**src/rtl/prefix_pkg.sv**
```systemverilog
// Shared helpers for the pipelined Kogge-Stone adder: level spans, level count
// from width, and the pipeline latency derived from the level count.
package prefix_pkg;

  function automatic int unsigned span(input int unsigned k);
    return 32'd1 << (k - 32'd1);
  endfunction

  function automatic int unsigned levels_for_width(input int unsigned w);
    return $clog2(w);
  endfunction

  function automatic int unsigned latency_for(input int unsigned levels);
    return levels + 32'd1;
  endfunction

endpackage

```
**src/rtl/prefix_level.sv**
```systemverilog
// One combinational Kogge-Stone level: merges each (G,P) pair with the pair
// SPAN bits below it; the lowest SPAN bits pass through unchanged.
module prefix_level
  import prefix_pkg::*;
#(
  parameter int unsigned WIDTH = 8,
  parameter int unsigned SPAN  = 1
) (
  input  logic [WIDTH-1:0] i_g,
  input  logic [WIDTH-1:0] i_p,
  output logic [WIDTH-1:0] o_g,
  output logic [WIDTH-1:0] o_p
);

  always_comb begin
    o_g = i_g;
    o_p = i_p;
    for (int unsigned i = SPAN; i < WIDTH; i++) begin
      o_g[i] = i_g[i] | (i_p[i] & i_g[i-SPAN]);
      o_p[i] = i_p[i] & i_p[i-SPAN];
    end
  end

endmodule

```
**src/rtl/pipelined_prefix_adder.sv**
```systemverilog
// Pipelined Kogge-Stone adder/subtractor: one register rank per prefix level,
// valid/ready on both sides, whole pipeline stalls on output backpressure.
module pipelined_prefix_adder
  import prefix_pkg::*;
#(
  parameter int unsigned LEVELS = 3,
  parameter int unsigned WIDTH  = 2**LEVELS
) (
  input  logic             clk,
  input  logic             rst,
  input  logic             in_valid,
  output logic             in_ready,
  input  logic             op_sub,
  input  logic             carry_in,
  input  logic [WIDTH-1:0] x,
  input  logic [WIDTH-1:0] y,
  output logic             out_valid,
  input  logic             out_ready,
  output logic [WIDTH-1:0] z,
  output logic             carry_out,
  output logic             overflow
);

  localparam int unsigned LATENCY = latency_for(LEVELS);
  localparam int unsigned LAST    = LEVELS;

  if (LEVELS < 1 || WIDTH != (32'd1 << LEVELS) || levels_for_width(WIDTH) != LEVELS) begin : g_width_check
    $error("pipelined_prefix_adder: WIDTH must equal 2**LEVELS with LEVELS >= 1");
  end

  logic             w_adv;
  logic [WIDTH-1:0] w_y;
  logic             w_cin;
  logic [WIDTH-1:0] w_p;
  logic [WIDTH-1:0] w_g_in;
  logic [WIDTH-1:0] w_g_nxt  [LATENCY];
  logic [WIDTH-1:0] w_gp_nxt [LATENCY];
  logic [WIDTH-1:0] w_gout;

  logic [WIDTH-1:0] r_g   [LATENCY];
  logic [WIDTH-1:0] r_gp  [LATENCY];
  logic [WIDTH-1:0] r_p   [LATENCY];
  logic             r_cin [LATENCY];
  logic             r_vld [LATENCY];

  // Single advance enable: every rank, bubbles included, moves or holds together.
  assign w_adv    = ~out_valid | out_ready;
  assign in_ready = w_adv;

  always_comb begin
    w_y       = op_sub ? ~y : y;
    w_cin     = op_sub | carry_in;
    w_p       = x ^ w_y;
    w_g_in    = x & w_y;
    w_g_in[0] = w_g_in[0] | (w_p[0] & w_cin);
  end

  assign w_g_nxt[0]  = w_g_in;
  assign w_gp_nxt[0] = w_p;

  for (genvar k = 1; k <= LEVELS; k++) begin : g_level
    prefix_level #(
      .WIDTH (WIDTH),
      .SPAN  (span(k))
    ) u_level (
      .i_g (r_g[k-1]),
      .i_p (r_gp[k-1]),
      .o_g (w_g_nxt[k]),
      .o_p (w_gp_nxt[k])
    );
  end

  always_ff @(posedge clk or posedge rst) begin
    if (rst) begin
      for (int unsigned k = 0; k < LATENCY; k++) begin
        r_g[k]   <= '0;
        r_gp[k]  <= '0;
        r_p[k]   <= '0;
        r_cin[k] <= 1'b0;
        r_vld[k] <= 1'b0;
      end
    end else if (w_adv) begin
      for (int unsigned k = 0; k < LATENCY; k++) begin
        r_g[k]  <= w_g_nxt[k];
        r_gp[k] <= w_gp_nxt[k];
      end
      r_p[0]   <= w_p;
      r_cin[0] <= w_cin;
      r_vld[0] <= in_valid;
      for (int unsigned k = 1; k < LATENCY; k++) begin
        r_p[k]   <= r_p[k-1];
        r_cin[k] <= r_cin[k-1];
        r_vld[k] <= r_vld[k-1];
      end
    end
  end

  assign w_gout    = r_g[LAST];
  assign out_valid = r_vld[LAST];
  assign z         = {r_p[LAST][WIDTH-1:1] ^ w_gout[WIDTH-2:0], r_p[LAST][0] ^ r_cin[LAST]};
  assign carry_out = w_gout[WIDTH-1];
  assign overflow  = w_gout[WIDTH-2] ^ w_gout[WIDTH-1];

endmodule

```
**config.mk**
```make
export PLATFORM = sky130hd
export DESIGN_NAME = pipelined_prefix_adder
export DESIGN_NICKNAME = d
export VERILOG_FILES = /design/src/rtl/prefix_pkg.sv /design/src/rtl/prefix_level.sv /design/src/rtl/pipelined_prefix_adder.sv
export SDC_FILE = /design/constraint.sdc
export NUM_CORES = 1
export LEC_CHECK = 0
export CAP_MARGIN = 10
export CORE_ASPECT_RATIO = 1.5
export CORE_UTILIZATION = 45
export CTS_BUF_LIST = sky130_fd_sc_hd__clkbuf_8
export CTS_CLUSTER_DIAMETER = 40
export CTS_CLUSTER_SIZE = 24
export DETAILED_ROUTE_END_ITERATION = 8
export GPL_ROUTABILITY_DRIVEN = 0
export HOLD_SLACK_MARGIN = 0.06
export PLACE_DENSITY = 0.69
export SLEW_MARGIN = 40
export SYNTH_ARGS = -nofsm -noshare
export SYNTH_HDL_FRONTEND = slang
export SYNTH_HIERARCHICAL = 1
export SYNTH_SLANG_ARGS = --single-unit
```
**constraint.sdc**
```tcl
create_clock -name clk -period 2.85 [get_ports clk]
set_input_delay 0.4275 -clock clk [delete_from_list [all_inputs] [get_ports clk]]
set_output_delay 0.4275 -clock clk [all_outputs]
set_load 0.01 [all_outputs]
```
==> results of run 1 <==
## power by group
group | leakage [nW] | switching [mW] | internal (mW)
registers | 0.981 | 0.369 | 1.68
clock network | 0.105 | 0.390 | 0.379
logic | 0.843 | 0.482 | 0.977
## worst register-to-register path, cell delays in order (launching register included)
cell and delay [ns]:
dfrtp_1 0.43, nand2b_4 0.10, buf_12 0.35, mux2_2 0.45
## placed cells by master, fill, tap and decap left out, types with 6 or more instances in the layout
master           count
xor2_1              17
mux2_2              73
mux2_4               6
and2_1               8
clkbuf_8            12
dfrtp_1             82
a21o_1              17
clkdlybuf4s50_1     33
ha_1                 8
## how the worst min path moves through the flow
stage / from / to / slack, ns / cells after the start
after global placement: r_vld[1] / out_valid / 0.44 / 1
after floorplan: r_vld[1] / out_valid / 0.43 / 1
final: rst / r_p[28] / 0.36 / 2
after CTS: rst / r_p[28] / 0.35 / 2
after detailed placement: r_vld[1] / out_valid / 0.46 / 1
after global routing: rst / r_p[12] / 0.39 / 2
## final cells by class
cell class                      instances  area (sq um)  area share (%)
Timing Repair Buffer                   35         370.4           8.924
Multi-Input combinational cell        139          1409           33.95
Inverter                                2         8.758          0.2110
Tap cell                              102         127.6           3.075
Clock buffer                           12         165.2           3.979
Sequential cell                        82          2052           49.44
Clock inverter                          4         17.52          0.4221
## layer usage
layer	wire length, um	up-vias	global-route usage (%)
li1	-	886	-
met5	0	-	0
met4	123	0	8.679
met1	2465	955	20.69
met3	132	9	4.887
met2	2880	24	24.26
## through the flow
| step | hold slack (ns) | cells |
|---|---|---|
| 3_3_place_gp | 0.4405 | 360 |
| 6_report | 0.3650 | 376 |
| 3_5_place_dp | 0.4618 | 360 |
| 2_1_floorplan | 0.4305 | 241 |
| 5_1_grt | 0.3913 | 376 |
| 4_1_cts | 0.3512 | 376 |
## sequential cells by signal (all words and copies together) (netlist names)
signal and flops:
out_valid 1, r_cin 4, r_g 24, r_gp 10, r_p 32, r_vld 3
w_gout 8
==> results.tsv, run 1 <==
metric	value	unit
wire_per_inst	14.90	um
critPathArrivalTime	1.63	ns
dp_hpwl	3.689	mm
num_antenna_cells	0	
io-pin-count	34	
maxCapViolations	0	
finalInstanceArea	4150	sq um
finalMaxSlewViolations	0	
setup_viol	0	
startpoint	out_ready	
fill_cells	666	
num_vias	1874	
grt_max_degree	83	
outcome	finished clean	
ir_worst_vdd	0.6873	mV
synth.cell_area	3595	sq um
syn_avg_cell_area	14.92	sq um
synthCells	241	
crit_family	buffers and inverters	
tns	0	ns
wirelength	5.601	mm
finClkSkew	0.006764	ns
endpoint	in_ready	
clk_latency	0.36	ns
cts-resized-gates	0	
grt_pass1_wl	9.729	mm
cpMaxStageDelayCell	clkdlybuf4s50_1	
cts_buffers	9	
grt_pass1_vias	1942	
r2r_start	out_valid	
die_h	111.5	um
syn_nets	271	
area_growth	15.45	%
fin_crit	2.057	ns
endpoint_kind	primary output	
path_common_cell	clkdlybuf4s50_1	
slowest_delay	0.53	ns
htreeDepth	3	
drive_above_1_share	36.13	%
tightest_slew	0.5343	ns
crit_cells	3	
cts_buffer_depth	2	
path_max_fanout	3	
finalPower	4.280	mW
drtAntennaViolNets	0	
cts_tree	done	
p_per_area	1031	nW/um^2
cts-root-buf	clkbuf_8	
cp_cell_sequence	clkdlybuf4s50_1 > nand2b_4 > clkdlybuf4s50_1	
yosys_warnings	6	
nNetsFinal	299	
critPathLaunchType	input pin	
p_leak	1.929	nW
post-route-period-util	72.18	%
relSlewSlack	64.27	%
clock_sinks	82	
cts_hold_buf	0	
utilization	54.17	%
path_buf_inv	2	
core	7661	sq um
place_area	3968	sq um
rsz0062_at_grt	no	
portBuffers	33	
pre_cts_slack	0.7236	ns
die_w	74.98	um
fin_ws	0.7928	ns
clk_pin_slew	0.08	ns
ff2ff_path_depth	3	
grt_overflow	0	
fmax	486.1	MHz
r2r_end	r_g[30]	
cp.required	2.42	ns
r2r_slack	1.39	ns
hp-class	in -> async	
post_cts_buffers	0	
row_count	39	
grt_use_total	16.18	%
dr.pass1.iters	2	
final_hold_viol_count	0	
drc	0	
criticalPathCategory	in -> out	
antenna_found_initial	0	
start_util	46.92	%
dieArea	8357	sq um
via_per_inst	4.984	
drtIter0Drc	82	
(Power assumes the default switching activity.)
==> run 2, diff against run 1 <==
--- a/config.mk
+++ b/config.mk
@@ -14,7 +14,7 @@
 export DETAILED_ROUTE_END_ITERATION = 8
 export GPL_ROUTABILITY_DRIVEN = 0
 export HOLD_SLACK_MARGIN = 0.06
-export PLACE_DENSITY = 0.69
+export PLACE_DENSITY = 0.67
 export SLEW_MARGIN = 40
 export SYNTH_ARGS = -nofsm -noshare
 export SYNTH_HDL_FRONTEND = slang
==> constraint.sdc (replaced) <==
create_clock -name clk -period 2.09 [get_ports clk]
set_input_delay 0.3135 -clock clk [delete_from_list [all_inputs] [get_ports clk]]
set_output_delay 0.3135 -clock clk [all_outputs]
set_load 0.01 [all_outputs]
==> results.tsv, run 2 (synthesized netlist as in run 1, its figures left out) <==
metric	value	unit
pwr-share-comb	34.8	%
use_met3	2.443	%
largest_reg_flops	32	
grt_overflow	0	
drtIter0Drc	110	
p_switching	1.716	mW
p_leak	1.950	nW
cts_tree	done	
final_hold_viol_count	0	
cts-root-buf	clkbuf_8	
cp.required	1.78	ns
area_growth	17.30	%
post-route-period-util	87.63	%
clk_pin_slew	0.08	ns
swShare	28.91	%
grt_pass1_wl	9.666	mm
io-pin-count	34	
nNetsFinal	304	
finalMaxSlewViolations	0	
cts_buffer_depth	2	
num_vias	1891	
dieArea	8357	sq um
tns	0	ns
dp_hpwl	3.900	mm
row_count	39	
portBuffers	33	
core	7661	sq um
power_frac_seq	47.2	%
hp-class	in -> async	
ir_worst_vdd	0.6557	mV
layout_commonest_cell	dfrtp_1	
setup_viol	0	
fin_crit	1.831	ns
outcome	finished clean	
cts-resized-gates	0	
num_antenna_cells	0	
grt_use_total	15.61	%
post_cts_buffers	0	
drive_above_1_share	37.41	%
start_util	46.92	%
rsz0062_at_grt	no	
top_register	r_p	
critPathArrivalTime	1.52	ns
grtUsageMet1	20.01	%
die_h	111.5	um
relSlewSlack	71.04	%
tightest_slew	0.4344	ns
critPathLaunchType	input pin	
endpoint_kind	primary output	
clock_sinks	82	
drtAntennaViolNets	0	
via_per_inst	4.976	
wire_per_inst	14.57	um
grt_pass1_vias	1995	
layout_common_cells	82 x dfrtp_1, 73 x mux2_2, 33 x clkdlybuf4s50_1, 17 x xor2_1, 17 x a21o_1	
path_max_fanout	3	
p_per_area	1408	nW/um^2
cts_hold_buf	0	
ff2ff_path_depth	4	
dr.pass1.iters	3	
largestRegisters	r_p (32), r_g (24), r_gp (10)	
htreeDepth	3	
internal_power	4.221	mW
drc	0	
die_w	74.98	um
fmax	546.0	MHz
antenna_found_initial	0	
use_met2	24.50	%
maxCapViolations	0	
criticalPathCategory	in -> out	
cts_buffers	9	
busiest_layer	met2	
wirelength	5.535	mm
clk_latency	0.35	ns
finClkSkew	0.008299	ns
grt_max_degree	83	
clkPwrFrac	18.0	%
hold_ws	0.4175	ns
run 2: cell count changes in the layout (fill, tap and decap cells not counted), sizes merged:
| cell | change |
|---|---|
| buf | +5 |
| bufinv | +1 |
| clkbuf | -3 |
| clkinvlp | +2 |
| inv | -1 |
run 2: area by class of cell:
type                            count  area, sq um
Clock inverter                      6        60.06
Inverter                            2        11.26
Sequential cell                    82         2052
Clock buffer                        9        123.9
Tap cell                          102        127.6
Fill cell                         665         3445
Multi-Input combinational cell    139         1409
Timing Repair Buffer               40        432.9
run 2: metal layers:
layer / share of wire, % / up-vias / wire length (um)
li1: - / 890 / -
met1: 44 / 967 / 2411
met2: 52 / 23 / 2878
met3: 2.1 / 11 / 119
met4: 2.3 / 0 / 125
met5: 0 / - / 0
run 2: through the flow:
step / total power, mW / setup slack [ns] / cells / instance area [sq um] / util (%)
2_1_floorplan: 4.210 / 0.7614 / 241 / 3598 / -
4_1_cts: 6.036 / 0.2546 / 380 / 4217 / 55.04
5_1_grt: 6.351 / 0.2033 / 380 / 4217 / 55.04
3_3_place_gp: 4.886 / 0.2615 / 365 / 4033 / 52.64
3_5_place_dp: 4.955 / 0.2220 / 365 / 4033 / 52.64
6_report: 5.937 / 0.2586 / 380 / 4217 / 55.04
run 2: critical path, cell delays in order:
cell and delay [ns]:
clkdlybuf4s50_1 0.50, nand2b_4 0.16, clkdlybuf4s50_1 0.54
run 2: power by group through the flow:
stage               clock network [mW]  registers, mW  logic [mW]
finish                            1.07           2.80        2.06
global route                      1.18           2.91        2.26
CTS                               1.11           2.82        2.11
detailed placement                   0           2.86        2.10
global placement                     0           2.83        2.06
floorplan                            0           2.67        1.55
run 2: path summary, 6_finish.rpt:
kind | slack, ns | startpoint | end
worst min-delay path | 0.42 | rst | r_p[4]
worst max register to register | 0.69 | out_valid | r_g[9]
worst min register to register | 0.48 | r_vld[1] | out_valid
min in group clk | 0.48 | r_vld[1] | out_valid
max in group asynchronous | 1.32 | rst | r_cin[1]
worst max-delay path | 0.26 | out_ready | in_ready
==> run 3, diff against run 2 <==
--- a/config.mk
+++ b/config.mk
@@ -15,6 +15,7 @@
 export GPL_ROUTABILITY_DRIVEN = 0
 export HOLD_SLACK_MARGIN = 0.06
 export PLACE_DENSITY = 0.67
+export SETUP_SLACK_MARGIN = 0.4
 export SLEW_MARGIN = 40
 export SYNTH_ARGS = -nofsm -noshare
 export SYNTH_HDL_FRONTEND = slang
==> results.tsv, run 3 (synthesized netlist as in run 1, its figures left out) <==
metric	value	unit
clkPwrFrac	18.4	%
clk_pin_slew	0.08	ns
slowest_delay	0.55	ns
die_w	74.98	um
antenna_found_initial	0	
drc	0	
grt_pass1_wl	9.680	mm
cts_buffers	9	
power_frac_seq	48.0	%
critPathLaunchType	register	
fin_ws	0.5009	ns
place_area	4033	sq um
cpMaxStageDelayCell	clkdlybuf4s50_1	
row_count	39	
cts-root-buf	clkbuf_8	
drtIter0Drc	104	
pwr-share-comb	33.5	%
finalInstanceArea	4212	sq um
finalPower	5.821	mW
dieArea	8357	sq um
fmax	629.3	MHz
wirelength	5.551	mm
endpoint	out_valid	
crit_family	buffers and inverters	
finClkSkew	0.008065	ns
p_leak	1.967	nW
endpoint_kind	primary output	
fin_crit	1.589	ns
utilization	54.97	%
num_antenna_cells	0	
p_per_area	1382	nW/um^2
ff2ff_path_depth	5	
cts_buffer_depth	2	
grt_max_degree	83	
pre_cts_slack	0.2220	ns
r2r_start	out_valid	
wire_per_inst	14.57	um
portBuffers	33	
startpoint	out_valid	
nNetsFinal	305	
setup_viol	0	
cts_tree	done	
crit_cells	1	
ir_worst_vdd	0.6542	mV
via_per_inst	4.987	
core	7661	sq um
io-pin-count	34	
internal_power	4.105	mW
grt_pass1_vias	1998	
start_util	46.92	%
grt_use_total	15.63	%
clock_sinks	82	
largestRegisters	r_p (32), r_g (24), r_gp (10)	
drtAntennaViolNets	0	
relSlewSlack	70.90	%
cp_cell_sequence	clkdlybuf4s50_1	
area_growth	17.16	%
num_vias	1900	
top_register	r_p	
largest_reg_flops	32	
swShare	29.47	%
maxCapViolations	0	
p_switching	1.715	mW
path_buf_inv	1	
tns	0	ns
htreeDepth	3	
layout_commonest_cell	dfrtp_1	
tightest_slew	0.4364	ns
criticalPathCategory	reg -> out	
outcome	finished clean	
dp_hpwl	3.900	mm
finalMaxSlewViolations	0	
cts_hold_buf	0	
clk_latency	0.35	ns
hp-class	in -> async	
layout_common_cells	82 x dfrtp_1, 73 x mux2_2, 23 x clkdlybuf4s50_1, 17 x xor2_1, 17 x a21o_1	
cp.required	1.78	ns
dr.pass1.iters	3	
drive_above_1_share	37.63	%
critPathArrivalTime	1.28	ns
path_max_fanout	4	
rsz0062_at_grt	no	
die_h	111.5	um
grt_overflow	0	
r2r_slack	0.60	ns
post-route-period-util	76.04	%
final_hold_viol_count	0	
r2r_end	r_p[1]	
## run 3: changes by cell type in the layout (fill, tap and decap cells not counted), sizes merged
cell and delta:
clkdlybuf4s50 -10, dlygate4sd2 +10, buf +1
## run 3: final cells by class
type                            count  area [sq um]
Fill cell                         665          3450
Sequential cell                    82          2052
Multi-Input combinational cell    139          1409
Timing Repair Buffer               41         427.9
Tap cell                          102         127.6
Clock buffer                        9         123.9
Clock inverter                      6         60.06
Inverter                            2         11.26
## run 3: through the flow
step / instances / hold WS, ns
finish: 381 / 0.4109
global route: 381 / 0.4659
CTS: 380 / 0.4403
detailed placement: 365 / 0.4625
global placement: 365 / 0.4612
floorplan: 241 / 0.4305
## run 3: how the worst min path moves through the flow
stage / to / cells past startpoint / slack, ns / from
floorplan: out_valid / 1 / 0.43 / r_vld[1]
global placement: out_valid / 1 / 0.46 / r_vld[1]
detailed placement: out_valid / 1 / 0.46 / r_vld[1]
CTS: r_p[4] / 3 / 0.44 / rst
global route: r_p[4] / 3 / 0.47 / rst
finish: r_p[4] / 3 / 0.41 / rst
## run 3: timing repair
| action | in CTS | in global routing |
|---|---|---|
| endpoints found under the hold margin | 0 | 0 |
| setup endpoints to repair | 10 | 1 |
| setup buffers | 0 | 1 |
| gates resized for setup | 10 | 0 |
## run 3: power groups by stage
| stage | registers, mW | clock network (mW) | logic, mW |
|---|---|---|---|
| CTS | 2.82 | 1.11 | 1.97 |
| detailed placement | 2.86 | 0 | 2.10 |
| global placement | 2.83 | 0 | 2.06 |
| floorplan | 2.67 | 0 | 1.55 |
| finish | 2.80 | 1.07 | 1.95 |
| global route | 2.91 | 1.18 | 2.15 |
## run 3: routing by layer
| layer | part of all wire, % | up-vias | GRT usage, % |
|---|---|---|---|
| li1 | - | 891 | - |
| met1 | 44 | 975 | 20.01 |
| met2 | 52 | 23 | 24.56 |
| met3 | 2.2 | 11 | 2.443 |
| met4 | 2.3 | 0 | 9.057 |
| met5 | 0 | - | 0 |
